[src/rtl/stack_ctrl.sv]
// Evaluation-stack sequencer: takes one opcode per handshake and drives the stack's
// load/push/pop strobes and data input. Also tracks occupancy and runs the 4-step SWAP.
module stack_ctrl #(
    parameter int WIDTH = 16,
    parameter int DEPTH = 8,
    localparam int DW = $clog2(DEPTH + 1)
) (
    input  logic             clk,
    input  logic             reset,
    input  logic             op_valid,
    output logic             op_ready,
    input  logic [2:0]       op,
    input  logic [WIDTH-1:0] op_data,
    output logic             st_load,
    output logic             st_push,
    output logic             st_pop,
    output logic [WIDTH-1:0] st_d,
    input  logic [WIDTH-1:0] st_qtop,
    input  logic [WIDTH-1:0] st_qnext,
    output logic             done,
    output logic             err,
    output logic [1:0]       err_code,
    output logic [DW-1:0]    depth
);

    typedef enum logic [2:0] {IDLE, EXEC, SW1, SW2, SW3, SW4, RESP} state_t;

    localparam logic [2:0] OP_NOP  = 3'd0;
    localparam logic [2:0] OP_PUSH = 3'd1;
    localparam logic [2:0] OP_POP  = 3'd2;
    localparam logic [2:0] OP_DUP  = 3'd3;
    localparam logic [2:0] OP_SWAP = 3'd4;
    localparam logic [2:0] OP_ADD  = 3'd5;
    localparam logic [2:0] OP_SUB  = 3'd6;

    localparam logic [1:0] E_NONE = 2'd0;
    localparam logic [1:0] E_OVF  = 2'd1;
    localparam logic [1:0] E_UNF  = 2'd2;
    localparam logic [1:0] E_ILL  = 2'd3;

    localparam logic [DW-1:0] FULL = DW'(DEPTH);
    localparam logic [DW-1:0] ONE  = DW'(1);
    localparam logic [DW-1:0] TWO  = DW'(2);

    state_t            state_q, state_d;
    logic [2:0]        op_q, op_d;
    logic [WIDTH-1:0]  a_q, a_d, b_q, b_d;
    logic [WIDTH-1:0]  st_d_q, st_d_d;
    logic [DW-1:0]     depth_q, depth_d;
    logic              load_q, load_d, push_q, push_d, pop_q, pop_d;
    logic              done_q, done_d, err_q, err_d;
    logic [1:0]        code_q, code_d;
    logic [1:0]        rej;

    // Strobes and done are decoded from the next state so every output comes straight off a flop.
    always_comb begin
        state_d = state_q;
        op_d    = op_q;
        a_d     = a_q;
        b_d     = b_q;
        depth_d = depth_q;
        load_d  = 1'b0;
        push_d  = 1'b0;
        pop_d   = 1'b0;
        st_d_d  = '0;
        err_d   = 1'b0;
        code_d  = E_NONE;
        rej     = E_NONE;

        case (state_q)
            IDLE: begin
                if (op_valid) begin
                    a_d  = st_qtop;
                    b_d  = st_qnext;
                    op_d = op;
                    case (op)
                        OP_NOP:  rej = E_NONE;
                        OP_PUSH: if (depth_q == FULL) rej = E_OVF;
                        OP_POP:  if (depth_q < ONE) rej = E_UNF;
                        OP_DUP: begin
                            if (depth_q == FULL)     rej = E_OVF;
                            else if (depth_q < ONE)  rej = E_UNF;
                        end
                        OP_SWAP, OP_ADD, OP_SUB: if (depth_q < TWO) rej = E_UNF;
                        default: rej = E_ILL;
                    endcase

                    if (rej != E_NONE) begin
                        state_d = RESP;
                        err_d   = 1'b1;
                        code_d  = rej;
                    end else begin
                        case (op)
                            OP_PUSH: begin
                                state_d = EXEC;
                                load_d  = 1'b1;
                                push_d  = 1'b1;
                                st_d_d  = op_data;
                            end
                            OP_POP: begin
                                state_d = EXEC;
                                pop_d   = 1'b1;
                            end
                            OP_DUP: begin
                                state_d = EXEC;
                                push_d  = 1'b1;
                            end
                            OP_SWAP: begin
                                state_d = SW1;
                                pop_d   = 1'b1;
                            end
                            OP_ADD: begin
                                state_d = EXEC;
                                load_d  = 1'b1;
                                pop_d   = 1'b1;
                                st_d_d  = st_qtop + st_qnext;
                            end
                            OP_SUB: begin
                                state_d = EXEC;
                                load_d  = 1'b1;
                                pop_d   = 1'b1;
                                st_d_d  = st_qtop - st_qnext;
                            end
                            default: state_d = RESP;
                        endcase
                    end
                end
            end
            EXEC: begin
                state_d = RESP;
                case (op_q)
                    OP_PUSH, OP_DUP:         depth_d = depth_q + ONE;
                    OP_POP, OP_ADD, OP_SUB:  depth_d = depth_q - ONE;
                    default:                 depth_d = depth_q;
                endcase
            end
            SW1: begin
                state_d = SW2;
                pop_d   = 1'b1;
            end
            // Re-push into the slots the two pops just freed, so a full stack cannot overflow here.
            SW2: begin
                state_d = SW3;
                load_d  = 1'b1;
                push_d  = 1'b1;
                st_d_d  = a_q;
            end
            SW3: begin
                state_d = SW4;
                load_d  = 1'b1;
                push_d  = 1'b1;
                st_d_d  = b_q;
            end
            SW4:     state_d = RESP;
            RESP:    state_d = IDLE;
            default: state_d = IDLE;
        endcase

        done_d = (state_d == RESP);
    end

    always_ff @(posedge clk or negedge reset) begin
        if (!reset) begin
            state_q <= IDLE;
            op_q    <= OP_NOP;
            a_q     <= '0;
            b_q     <= '0;
            st_d_q  <= '0;
            depth_q <= '0;
            load_q  <= 1'b0;
            push_q  <= 1'b0;
            pop_q   <= 1'b0;
            done_q  <= 1'b0;
            err_q   <= 1'b0;
            code_q  <= E_NONE;
        end else begin
            state_q <= state_d;
            op_q    <= op_d;
            a_q     <= a_d;
            b_q     <= b_d;
            st_d_q  <= st_d_d;
            depth_q <= depth_d;
            load_q  <= load_d;
            push_q  <= push_d;
            pop_q   <= pop_d;
            done_q  <= done_d;
            err_q   <= err_d;
            code_q  <= code_d;
        end
    end

    assign op_ready = (state_q == IDLE);
    assign st_load  = load_q;
    assign st_push  = push_q;
    assign st_pop   = pop_q;
    assign st_d     = st_d_q;
    assign done     = done_q;
    assign err      = err_q;
    assign err_code = code_q;
    assign depth    = depth_q;

endmodule

[config.mk]
export PLATFORM = sky130hd
export DESIGN_NAME = stack_ctrl
export DESIGN_NICKNAME = d
export VERILOG_FILES = /design/src/rtl/stack_ctrl.sv
export SDC_FILE = /design/constraint.sdc
export NUM_CORES = 1
export LEC_CHECK = 0
export BUFFER_PORTS_ARGS = -buffer_cell sky130_fd_sc_hd__buf_2
export CAP_MARGIN = 20
export CORE_AREA = 2 2 66 130
export CTS_CLUSTER_DIAMETER = 40
export CTS_CLUSTER_SIZE = 20
export DETAILED_ROUTE_END_ITERATION = 10
export DIE_AREA = 0 0 68 132
export PLACE_DENSITY_LB_ADDON = 0.25
export REMOVE_ABC_BUFFERS = 1
export SLEW_MARGIN = 40
export SYNTH_ARGS = -nofsm -noshare
export SYNTH_HDL_FRONTEND = slang
export SYNTH_SLANG_ARGS = --single-unit
[constraint.sdc]
create_clock -name clk -period 4.6 [get_ports clk]
set_input_delay 0.46 -clock clk [delete_from_list [all_inputs] [get_ports clk]]
set_output_delay 0.46 -clock clk [all_outputs]
set_load 0.005 [all_outputs]
==> results.txt, run 1 <==
In this run the remaining antenna-violating nets after routing total 0. The Yosys step of the flow raised 0 warnings. The worst register-to-register path has a depth of 7. The hold violation total from the final report came out at 0. The TritonCTS sink count is 65. The transition time at the pin with the least slew margin is 0.822 ns. Static timing analysis puts the maximum clock frequency at 315 MHz.

The path length in cells of the critical path is 12. The cell at the root of the clock tree is clkbuf_16. The horizontal die dimension is 68 um.

In the final layout, the multi-input gates occupy 0.00205 mm^2. For met3 alone, demand over resource in global routing was 4.87%. The H-tree level count is 3. Traced cell by cell, the critical path runs through buf_2 -> or3_4 -> nor4_1 -> nor2_1 -> xnor2_1 -> ha_1 -> and2_1 -> a221o_1 -> o21ba_2 -> a31oi_1 -> xnor2_1 -> o21ai_0.

The run finished with clean final reports. The first routing iteration left approximately 310 violations. The post-CTS repair timing setup buffer count is 0.

The delay of the slowest cell on the worst path is 0.58 ns. The number of distinct library cells after synthesis is 52. Data on the critical path is required at its endpoint by 4.85 ns.

The library cell contributing the largest single delay on the critical path is nor4_1. Dividing total power by cell area gives a power density of 552 mW/mm^2. TritonCTS built the clock tree.

Each instance of the synthesized netlist takes up on average 8.90 um^2. The mean routed wirelength per cell is 17.3 um. The synthesized design contains 0 enable-type register cells.

Among all flip-flop cells after synthesis, the most frequent one is dfrtp_1. The area growth from synthesis to layout is 20.2%. The total grt overflow came out at 0. For this block, the routed nets add up to 10.5 mm of wire.

The count of vias placed by the detailed router is 3465. The proportion of netlist area held by the largest area contributor is 42.3%. At the later pin of the worst-skew pair, clock insertion delay measures 0.34 ns. The number of buffers added by the clock tree synthesis step is 9. The height of the die is approximately 130 um. The type of the worst setup path is primary input to flop. The most common cell type on the critical path is xnor2_1. The clock arrives with 0.00487 ns of skew. The via count normalized by instance count is 5.69.

The fraction of layout instances using a drive strength above 1 came out at 21.6%. The max-capacitance violation count came out at 0. The met1 usage is 26.5%. The number of antenna diodes in the final layout is 0.

Global routing consumed, on the met2 layer, 45.7% of the routing resources. The number of filler instances in the final layout came out at approximately 750. The number of detailed-routing iterations run before antenna repair is 5. The number of instances in the synthesized netlist came out at 432. For this design the top-level I/O count stands at 82. The number of failing setup endpoints in the final timing report came out at 0. The weighted congestion at the end of routability-driven global placement is 1.01. The area of the placeable core is between 0.007 and 0.008 mm^2. Of all cell types, the one taking the most synthesized area is dfrtp_1.

The analysis attributes to cell leakage a power of 2.31 nW. Setup repair after global routing left no endpoint under its margin. The number of antenna violations at the first check in global routing was 0.

met2 is the most crowded layer. After clock tree synthesis, the clock-pin slew on the worst setup and hold paths is 0.06 ns. The part of the cycle the worst path needs came out at slightly below 70%. Together, buffers and inverters on the worst path number 1. The total of buffers placed on input and output ports came out at 81. The number of max-slew violations in the final report is 0. The area of all sequential standard cells came out at roughly 0.0016 mm^2. The buffer depth of the longest clock path is 2. The fraction of registers with async set/reset is 100%. The detailed placement HPWL came out at 7.65 mm. The sequential share of the synthesized area came out at a little over two fifths. The effective utilization at floorplan came out at 48.4%.

The post-layout minimum cycle time came out at about 3.2 ns. The number of global-route vias before repair came out at 3556. The number of instances resized during post-cts repair is 0. Measured on the finished design, the core utilization comes to 58.2%. The worst hold path belongs to the class primary input to async pin. In the routed design, unresolved DRC markers number 0. The worst setup path is captured at a flop. Of all nets on the critical path, the largest fanout is 4. The final net count came out at 581. The mapped netlist covers 0.00385 mm^2. The worst path arrival time is 3.42 ns. The total die area is 0.00898 mm^2. The overall routing resource usage is 25.1%. The relative slew slack came out at 45.2%. The critical path startpoint category is a primary input. The maximum number of pins on one net before global-route repair is 66. The register bit total from synthesis is 65. Ranked by total cell area, the synthesized netlist is headed by dfrtp_1 (42%), nand2_1 (11%), ha_1 (5.9%).

The first global-routing pass estimated 16.9 mm of wire. The top cell family by delay on the critical path is simple AND/OR/NAND/NOR gates. Buffers inserted to repair hold after CTS numbered 0.

After floorplanning, the core was divided into 46 placement rows. The worst-case IR drop observed on VDD is 273 uV. The sum of negative setup slack is 0 ns.
placed cells by master (no fill, tap or decap), types with 3 or more instances in the layout:
cell type / n
a211o_1: 3
buf_2: 81
a222oi_1: 8
nand3_1: 5
nor2_1: 19
a22oi_1: 17
o22ai_1: 4
a31oi_1: 6
xor2_1: 11
o31ai_1: 3
xnor2_1: 21
buf_4: 5
a21oi_1: 21
clkbuf_16: 9
inv_1: 12
o21ai_0: 31
nor3_1: 5
ha_1: 18
nor3b_1: 3
nand2_1: 110
a21o_1: 4
mux2i_1: 4
dfrtp_1: 65
and2_1: 6
worst paths after layout:
check | slack (ns) | to | startpoint
setup / recovery | 1.42 | st_d[14]$_DFF_PN0_ | st_qnext[5]
hold reg to reg | 0.48 | a_q[1]$_DFFE_PN0P_ | a_q[1]$_DFFE_PN0P_
max in group asynchronous | 3.97 | st_d[9]$_DFF_PN0_ | reset
setup reg to reg | 1.82 | st_d[7]$_DFF_PN0_ | state_q[1]$_DFF_PN0_
min in group clk | 0.34 | a_q[12]$_DFFE_PN0P_ | st_qtop[12]
hold / removal | 0.21 | a_q[0]$_DFFE_PN0P_ | reset
layout make-up:
class,instances,share of cell area (%)
repair buffers,87,9.83
well taps,96,2.60
multi-input cells,333,44.3
flip-flops and latches,65,35.2
clock buffers,11,5.47
inverters,12,0.975
clock inverters,5,1.68
Yosys cell counts, drive strengths merged, types with 8 or more instances:
master	number
a21oi	21
nand2	110
inv	12
xnor2	22
o21ai	33
a222oi	8
xor2	11
buf	9
ha	18
a22oi	17
dfrtp	65
nor2	19
clkbuf	13
per-stage QoR:
| step | total power [W] | worst slack, ns | cell area (um^2) | cells | hold WS [ns] |
|---|---|---|---|---|---|
| floorplan | 0.00148 | 1.60 | 3720 | 410 | 0.164 |
| global placement | 0.00177 | 1.21 | 4290 | 593 | 0.459 |
| detailed placement | 0.00181 | 1.12 | 4290 | 593 | 0.467 |
| CTS | 0.00257 | 1.48 | 4620 | 609 | 0.340 |
| global route | 0.00273 | 1.24 | 4620 | 609 | 0.268 |
| finish | 0.00255 | 1.42 | 4620 | 609 | 0.206 |
sequential cells by signal, indices dropped and copies added, names as in the netlist:
| register | flops |
|---|---|
| a_q | 16 |
| b_q | 16 |
| depth | 4 |
| done | 1 |
| err | 1 |
| err_code | 2 |
| op_q | 3 |
| st_d | 16 |
| st_load | 1 |
| st_pop | 1 |
| st_push | 1 |
| state_q | 3 |
logic make-up after synthesis:
family,count (synthesis),share of synthesized area (%)
multiplexers,4,1.04
AO/OA/AOI/OAI,110,18.5
flip-flops,65,42.3
buffers and inverters,34,4.52
AND/OR/NAND/NOR,167,19.5
adder cells (fa/ha/maj),19,6.38
XOR/XNOR,33,7.71
routing by layer:
layer | wire length [um] | share of wire (%) | vias up
li1 | - | - | 1663
met1 | 3820 | 36 | 1666
met2 | 5840 | 55 | 111
met3 | 530 | 5.0 | 25
met4 | 337 | 3.2 | 0
met5 | 0 | 0 | -
power breakdown:
part	switching, W	total, W	internal (W)
logic	0.000478	0.000833	0.000354
clock network	0.000250	0.000752	0.000501
registers	0.000161	0.000969	0.000808
total	0.000890	0.00255	0.00166
(Power assumes the default switching activity.)
==> inputs of run 2 (changes only) <==
==> constraint.sdc (replaced) <==
create_clock -name clk -period 3.2 [get_ports clk]
set_input_delay 0.32 -clock clk [delete_from_list [all_inputs] [get_ports clk]]
set_output_delay 0.32 -clock clk [all_outputs]
set_load 0.005 [all_outputs]
==> run 2 against run 1 <==
Net effect: sequential cell count stayed put; wire length is 0.11% lower; utilization increased by 1.2 points; first-iteration DRC count is 28% lower; non-clock buffer count increased by 11; combinational power rose by 48%; sequential share of layout area is 0.69 points lower; register-to-register slack got worse by 1.1 ns; global-route usage up 0.13 points; final cell count up 1.8%; largest cell class unchanged; highest routed layer unchanged.
==> results.txt, run 2 (synthesized netlist as in run 1, its figures left out) <==
The run finished with clean final reports. In the layout the commonest cells are nand2_1 (110), buf_2 (80), dfrtp_1 (65), o21ai_0 (31). The total overflow left after global routing is 0. The number of inserted diodes came out at 0. The DRC marker count from the first detailed-route iteration is 225.

The hold violation total from the final report came to 0. The worst reg-to-reg setup slack came out at 0.72 ns. The overall power after layout is 0.00368 W. The longest clock path from root to sink contains 2 buffers. Across the VDD grid, the largest voltage drop is around 430 uV. The maximum number of pins on one net before global-route repair is 45. The effective utilization at floorplan is 48.4%.

The critical path is of the primary input to flop type. Setup repair after global routing left no endpoint under its margin. The number of antenna violations at the first check in global routing came out at 0. The count of unresolved DRC violations after routing came out at 0. In this run the count of I/O pins placed on the die edge is 82. The number of max-slew violations in the final report came out at 0.

The sum of routed wire length over all layers is about 11 mm. The detailed placement HPWL came out at 7.80 mm. The number of global-route vias before repair came out at between 3000 and 4000.

The count of buffers added on input and output ports is 81. The fmax came out at 351 MHz. CTS built an H-tree with a depth of 3. The area of the placeable core is 0.00794 mm^2. The worst path arrival time is 3.04 ns.

For the pin with the worst max-slew slack, the measured transition is ~0.86 ns. The library cell used most frequently in the layout, excluding fill and tap cells, is nand2_1. The highest net fanout along the worst path came out at 6. The die is ~68 um wide. The cell at the root of the clock tree is clkbuf_16.

The initialized floorplan defines 46 standard-cell rows. The post-layout minimum cycle time came out at between 2 and 3 ns. For this run, the share of the core covered by cells in the final layout is between 50% and 60%.

The fraction of layout instances using a drive strength above 1 is 22.9%. The worst hold path was traced through 3 stages. The number of detailed-routing iterations run before antenna repair is 5.

The clock arrives with ~0.007 ns of skew. The TritonCTS sink count came out at 65. The total die area came out at 0.00898 mm^2. In this run the power density over the cells is between 700 and 800 mW/mm^2. The die is 132 um tall. Measured against its own limit, the worst slew margin works out to 42.6%.

The clock slew seen by the registers of the worst setup and hold paths came out at 0.05 ns. At the worst endpoint, the required time is about 3.4 ns. TritonCTS built the clock tree. The first-pass GRT wire length is 16.8 mm. The leakage power of the design is 2.36 nW. Clock tree synthesis inserted a total of 9 buffers. The insertion delay to the later sink of the worst-skew pair is 0.33 ns. The post-CTS repair timing setup buffer count came out at 0. Compared with the post-synthesis result, the final layout area differs by 22.6%.

After detailed routing, the average wire length per cell comes to 17.0 um. In the final design database the tool counted just under 600 nets. The max-capacitance violation count came out at 0. The via count normalized by instance count is between 5 and 6. The number of instances resized during post-cts repair is 0. The part of the cycle the worst path needs is 89.1%. Leaving out filler cells and counting taps, the final layout contains slightly above 600. Routability-driven placement finished with a final weighted congestion of 0.902. Measured in cells, the most critical reg-to-reg path has a length of 8. Summed over all failing endpoints, the final setup total negative slack is 0 ns. The tightest min-delay check is of the primary input to flop type. The worst setup path is captured at a flop. STA classifies the critical path startpoint as a primary input. The number of failing setup endpoints in the final timing report came out at 0. The number of antenna-violating nets in the routed design came out at 0.

The routed layout has 3500 vias. The post-placement cell count came out at 602. The overall routing resource usage is between 20 and 30%.
==> run 2: cell count changes in the layout (fill, tap and decap cells not counted), sizes merged <==
cell	change
dlygate4sd3	+1
clkinvlp	+1
clkbuf	+1
clkinv	-2
buf	+10
==> run 2: report_power, final <==
part | switching [W] | internal (W)
combinational | 0.000692 | 0.000535
clock | 0.000348 | 0.000724
sequential | 0.000222 | 0.00116
==> run 2: path summary, 6_finish.rpt <==
| kind | start | to |
|---|---|---|
| min reg2reg | b_q[13]$_DFFE_PN0P_ | b_q[13]$_DFFE_PN0P_ |
| max in group asynchronous | reset | b_q[2]$_DFFE_PN0P_ |
| min in group asynchronous | reset | a_q[0]$_DFFE_PN0P_ |
| max reg2reg | depth[1]$_DFFE_PN0P_ | st_d[7]$_DFF_PN0_ |
| min | st_qnext[15] | b_q[15]$_DFFE_PN0P_ |
| max | st_qnext[3] | st_d[13]$_DFF_PN0_ |
==> run 2: final cells by class <==
type	count	area, um^2
inverters	12	45.0
multi-input cells	333	2050
flip-flops and latches	65	1630
repair buffers	98	546
fillers	742	3230
clock inverters	4	75.1
clock buffers	12	256
well taps	96	120
==> run 2: metal layers <==
layer,up-vias,global-route usage [%],wire [um]
met2,126,42.6,5500
met3,39,5.38,535
met4,0,15.0,552
li1,1681,-,-
met5,-,0,0
met1,1654,27.5,3930
==> run 2: stage by stage <==
step           setup WS [ns]  hold slack, ns  area (um^2)
2_1_floorplan          0.338          0.0244         3720
5_1_grt                0.150           0.216         4710
3_5_place_dp          0.0387           0.335         4360
4_1_cts                0.361           0.200         4700
6_report               0.350           0.200         4710
3_3_place_gp          0.0973           0.458         4360
==> run 2: critical path, stage by stage <==
cell	delay, ns
buf_2	0.14
or3_4	0.40
nor4_1	0.28
buf_4	0.19
a21oi_1	0.07
xnor2_1	0.13
ha_1	0.37
a21oi_1	0.17
o21ai_0	0.21
nand2b_1	0.20
o21ai_0	0.24
xor2_1	0.22
o21ai_0	0.11
==> run 2: repair_timing <==
item | CTS | global route
hold buffers | 1 | 0
endpoints found under the setup margin | 0 | 0
endpoints found under the hold margin | 40 | 0
==> inputs of run 3 (changes only) <==
--- a/config.mk
+++ b/config.mk
@@ -12,9 +12,10 @@
 export CTS_CLUSTER_SIZE = 20
 export DETAILED_ROUTE_END_ITERATION = 10
 export DIE_AREA = 0 0 68 132
+export MAX_ROUTING_LAYER = met4
 export PLACE_DENSITY_LB_ADDON = 0.25
 export REMOVE_ABC_BUFFERS = 1
-export SLEW_MARGIN = 40
+export SLEW_MARGIN = 20
 export SYNTH_ARGS = -nofsm -noshare
 export SYNTH_HDL_FRONTEND = slang
 export SYNTH_SLANG_ARGS = --single-unit
==> run 3 against run 2 <==
Net effect: largest power group unchanged; final cell count down 0.32%; critical path depth unchanged; sequential share of layout area rose by 0.46 points; total power shrank 3.4%; via count up 0.60%.
==> results.txt, run 3 (synthesized netlist as in run 1, its figures left out) <==
The most common cell type on the critical path is o21ai_0. The top cell family by delay on the critical path is simple AND/OR/NAND/NOR gates. Entering global routing, the biggest net connects 45 pins.

The number of top-level design ports came out at 82. Summing all multi-input logic gate instances after layout gives about 0.0020 mm^2. The delay of the slowest cell on the worst path is around 0.42 ns. The weighted congestion at the end of routability-driven global placement is between 0.9 and 1. The count of vias placed by the detailed router came out at 3521. The clock slew seen by the registers of the worst setup and hold paths is 0.05 ns. The number of detailed-routing iterations run before antenna repair is 5. The critical path goes through buf_2 -> or3_4 -> nor4_1 -> buf_4 -> a21oi_1 -> xnor2_1 -> ha_1 -> a21oi_1 -> o21ai_0 -> nand2b_1 -> o21ai_0 -> xor2_1 -> o21ai_0.

The filler-free cell count of the finished design came out at between 600 and 700. The library cell used most frequently in the layout, excluding fill and tap cells, is nand2_1. The area growth from synthesis to layout is 20.9%. For the final database, setup skew stands at 0.00472 ns. The critical path startpoint category is a primary input. The highest net fanout along the worst path is 6. The kind of capture point of the worst setup path is a flop.

For this configuration, the core starts out at a cell density of 48.4%. The DRC marker count from the first detailed-route iteration came out at about 310. The number of buffers and inverters on the critical path is 2.

The H-tree level count is 3. The overall power after layout came out at ~0.0036 W. The hold violation total from the final report is 0.

The post-layout worst setup margin came out at 0.319 ns. The worst setup path is of the primary input to flop kind. The number of max-slew violations in the final report was 0. The number of buffers added by the clock tree synthesis step came out at 9. The horizontal die dimension came out at roughly 68 um. The overall routing resource usage came out at 26.0%. The worst path arrival time came out at 3.07 ns.

The clock tree from TritonCTS is yes. For this design the ratio of total power to cell area is 765 mW/mm^2. In this run the static leakage power is ~2.3 nW. The fmax came out at 347 MHz.

In this run the post-CTS setup repair buffer count came out at 0. The part of the cycle the worst path needs is 90.0%. The cell row count came out at 46. The number of global-route vias before repair is 3593. The library cells used most frequently in the layout, excluding fill and tap cells, are nand2_1 (110), buf_2 (81), dfrtp_1 (65), o21ai_0 (31). The number of filler instances in the final layout is 747. The total grt overflow is 0. The number of antenna-violating nets in the routed design came out at 0. The final layout contains routed wiring with a total length of ~10 mm. The via count normalized by instance count is 5.70.

The sum of negative setup slack came out at 0 ns. The first-pass GRT wire length is 17.0 mm. Setup repair after global routing left no endpoint under its margin. Measured against its own limit, the worst slew margin works out to 37.8%. The peak supply drop is 454 uV.

The floorplan step set the die height to 132 um. In this run the tool buffered the top-level ports with 81 buffer cells. On the critical path, the stage with the largest delay is an instance of or3_4. The transition time at the pin with the least slew margin came out at 0.933 ns. The cell at the root of the clock tree is clkbuf_16.

The path type of the worst min-delay path is primary input to async pin. The final net count came out at roughly 600. The count of unresolved DRC violations after routing came out at 0. The flow ran to the end, and the final reports show no timing, DRC or antenna violations. The total die area is about 0.0090 mm^2. The detailed placement HPWL came out at 7.74 mm. The max-capacitance violation count is 0. The number of failing setup endpoints in the final timing report came out at 0.

The post-placement cell count is 602. The data required time of the critical path is 3.39 ns. After clock tree synthesis, the flow added hold-fix buffers numbering 0. The number of antenna diodes in the final layout is 0. The insertion delay to the later sink of the worst-skew pair is 0.33 ns. The mean routed wirelength per cell is 16.9 um. The minimum setup slack after placement came out at between 0.03 and 0.04 ns. The area of the placeable core is 0.00794 mm^2. The number of instances resized during post-cts repair came out at 0. The post-layout minimum cycle time came out at ~2.9 ns. The number of antenna violations at the first check in global routing is 0.

The TritonCTS sink count is 65. The buffer depth of the longest clock path is 2. The final instance area is 0.00465 mm^2.

The fraction of layout instances using a drive strength above 1 came out at 23.0%. Registers take 0.00163 mm^2. The area of placed instances came out at 0.00436 mm^2.
[run 3: changes by cell type in the layout (fill, tap and decap cells not counted), sizes merged]
cell         previous run  this run
clkbuf                 12         9
clkinv                  0         3
buf                    97        96
bufinv                  2         1
clkinvlp                2         3
dlygate4sd3             1         0
[run 3: final timing paths]
path | startpoint | endpoint | slack (ns) | depth (start not counted)
worst max-delay path | st_qnext[5] | st_d[13]$_DFF_PN0_ | 0.32 | 13
worst min-delay path | reset | a_q[0]$_DFFE_PN0P_ | 0.12 | 1
worst max register to register | depth[1]$_DFFE_PN0P_ | st_d[15]$_DFF_PN0_ | 0.69 | 8
worst min register to register | b_q[11]$_DFFE_PN0P_ | b_q[11]$_DFFE_PN0P_ | 0.47 | 2
max in group asynchronous | reset | b_q[2]$_DFFE_PN0P_ | 2.33 | 2
min in group clk | st_qnext[15] | b_q[15]$_DFFE_PN0P_ | 0.20 | 3
[run 3: area by class of cell]
| cell class | instances | share of cell area (%) |
|---|---|---|
| timing repair buffer | 96 | 11.1 |
| tap | 96 | 2.58 |
| multi-input combinational | 333 | 44.0 |
| inverter | 12 | 0.968 |
| sequential | 65 | 35.0 |
| clock buffer | 9 | 4.84 |
| clock inverter | 7 | 1.53 |
[run 3: through the flow]
stage,hold slack (ns),utilization (%)
after CTS,0.150,58.6
after global routing,0.201,58.6
after floorplan,0.0244,-
after detailed placement,0.463,54.8
after global placement,0.458,54.8
final,0.120,58.6
[run 3: where the power goes]
group          leakage, nW  internal, W  switching (W)
logic                 1.35     0.000519       0.000688
registers            0.838      0.00116       0.000224
clock network        0.137     0.000600       0.000364
total                 2.33      0.00228        0.00128
[run 3: metal layers]
layer / GRT usage (%) / part of all wire (%) / wire length, um
met1: 28.5 / 39 / 4020
met2: 43.0 / 53 / 5500
met3: 5.38 / 4.4 / 454
met4: 12.8 / 4.3 / 448
met5: - / 0 / 0
[run 3: worst register-to-register path, stage by stage (launching register included)]
cell      delay (ns)
dfrtp_1         0.44
inv_1           0.09
ha_1            0.22
nor4bb_1        0.15
o21ai_2         0.25
nand3_2         0.12
nor2b_1         0.71
a222oi_1        0.28
o21ai_1         0.17
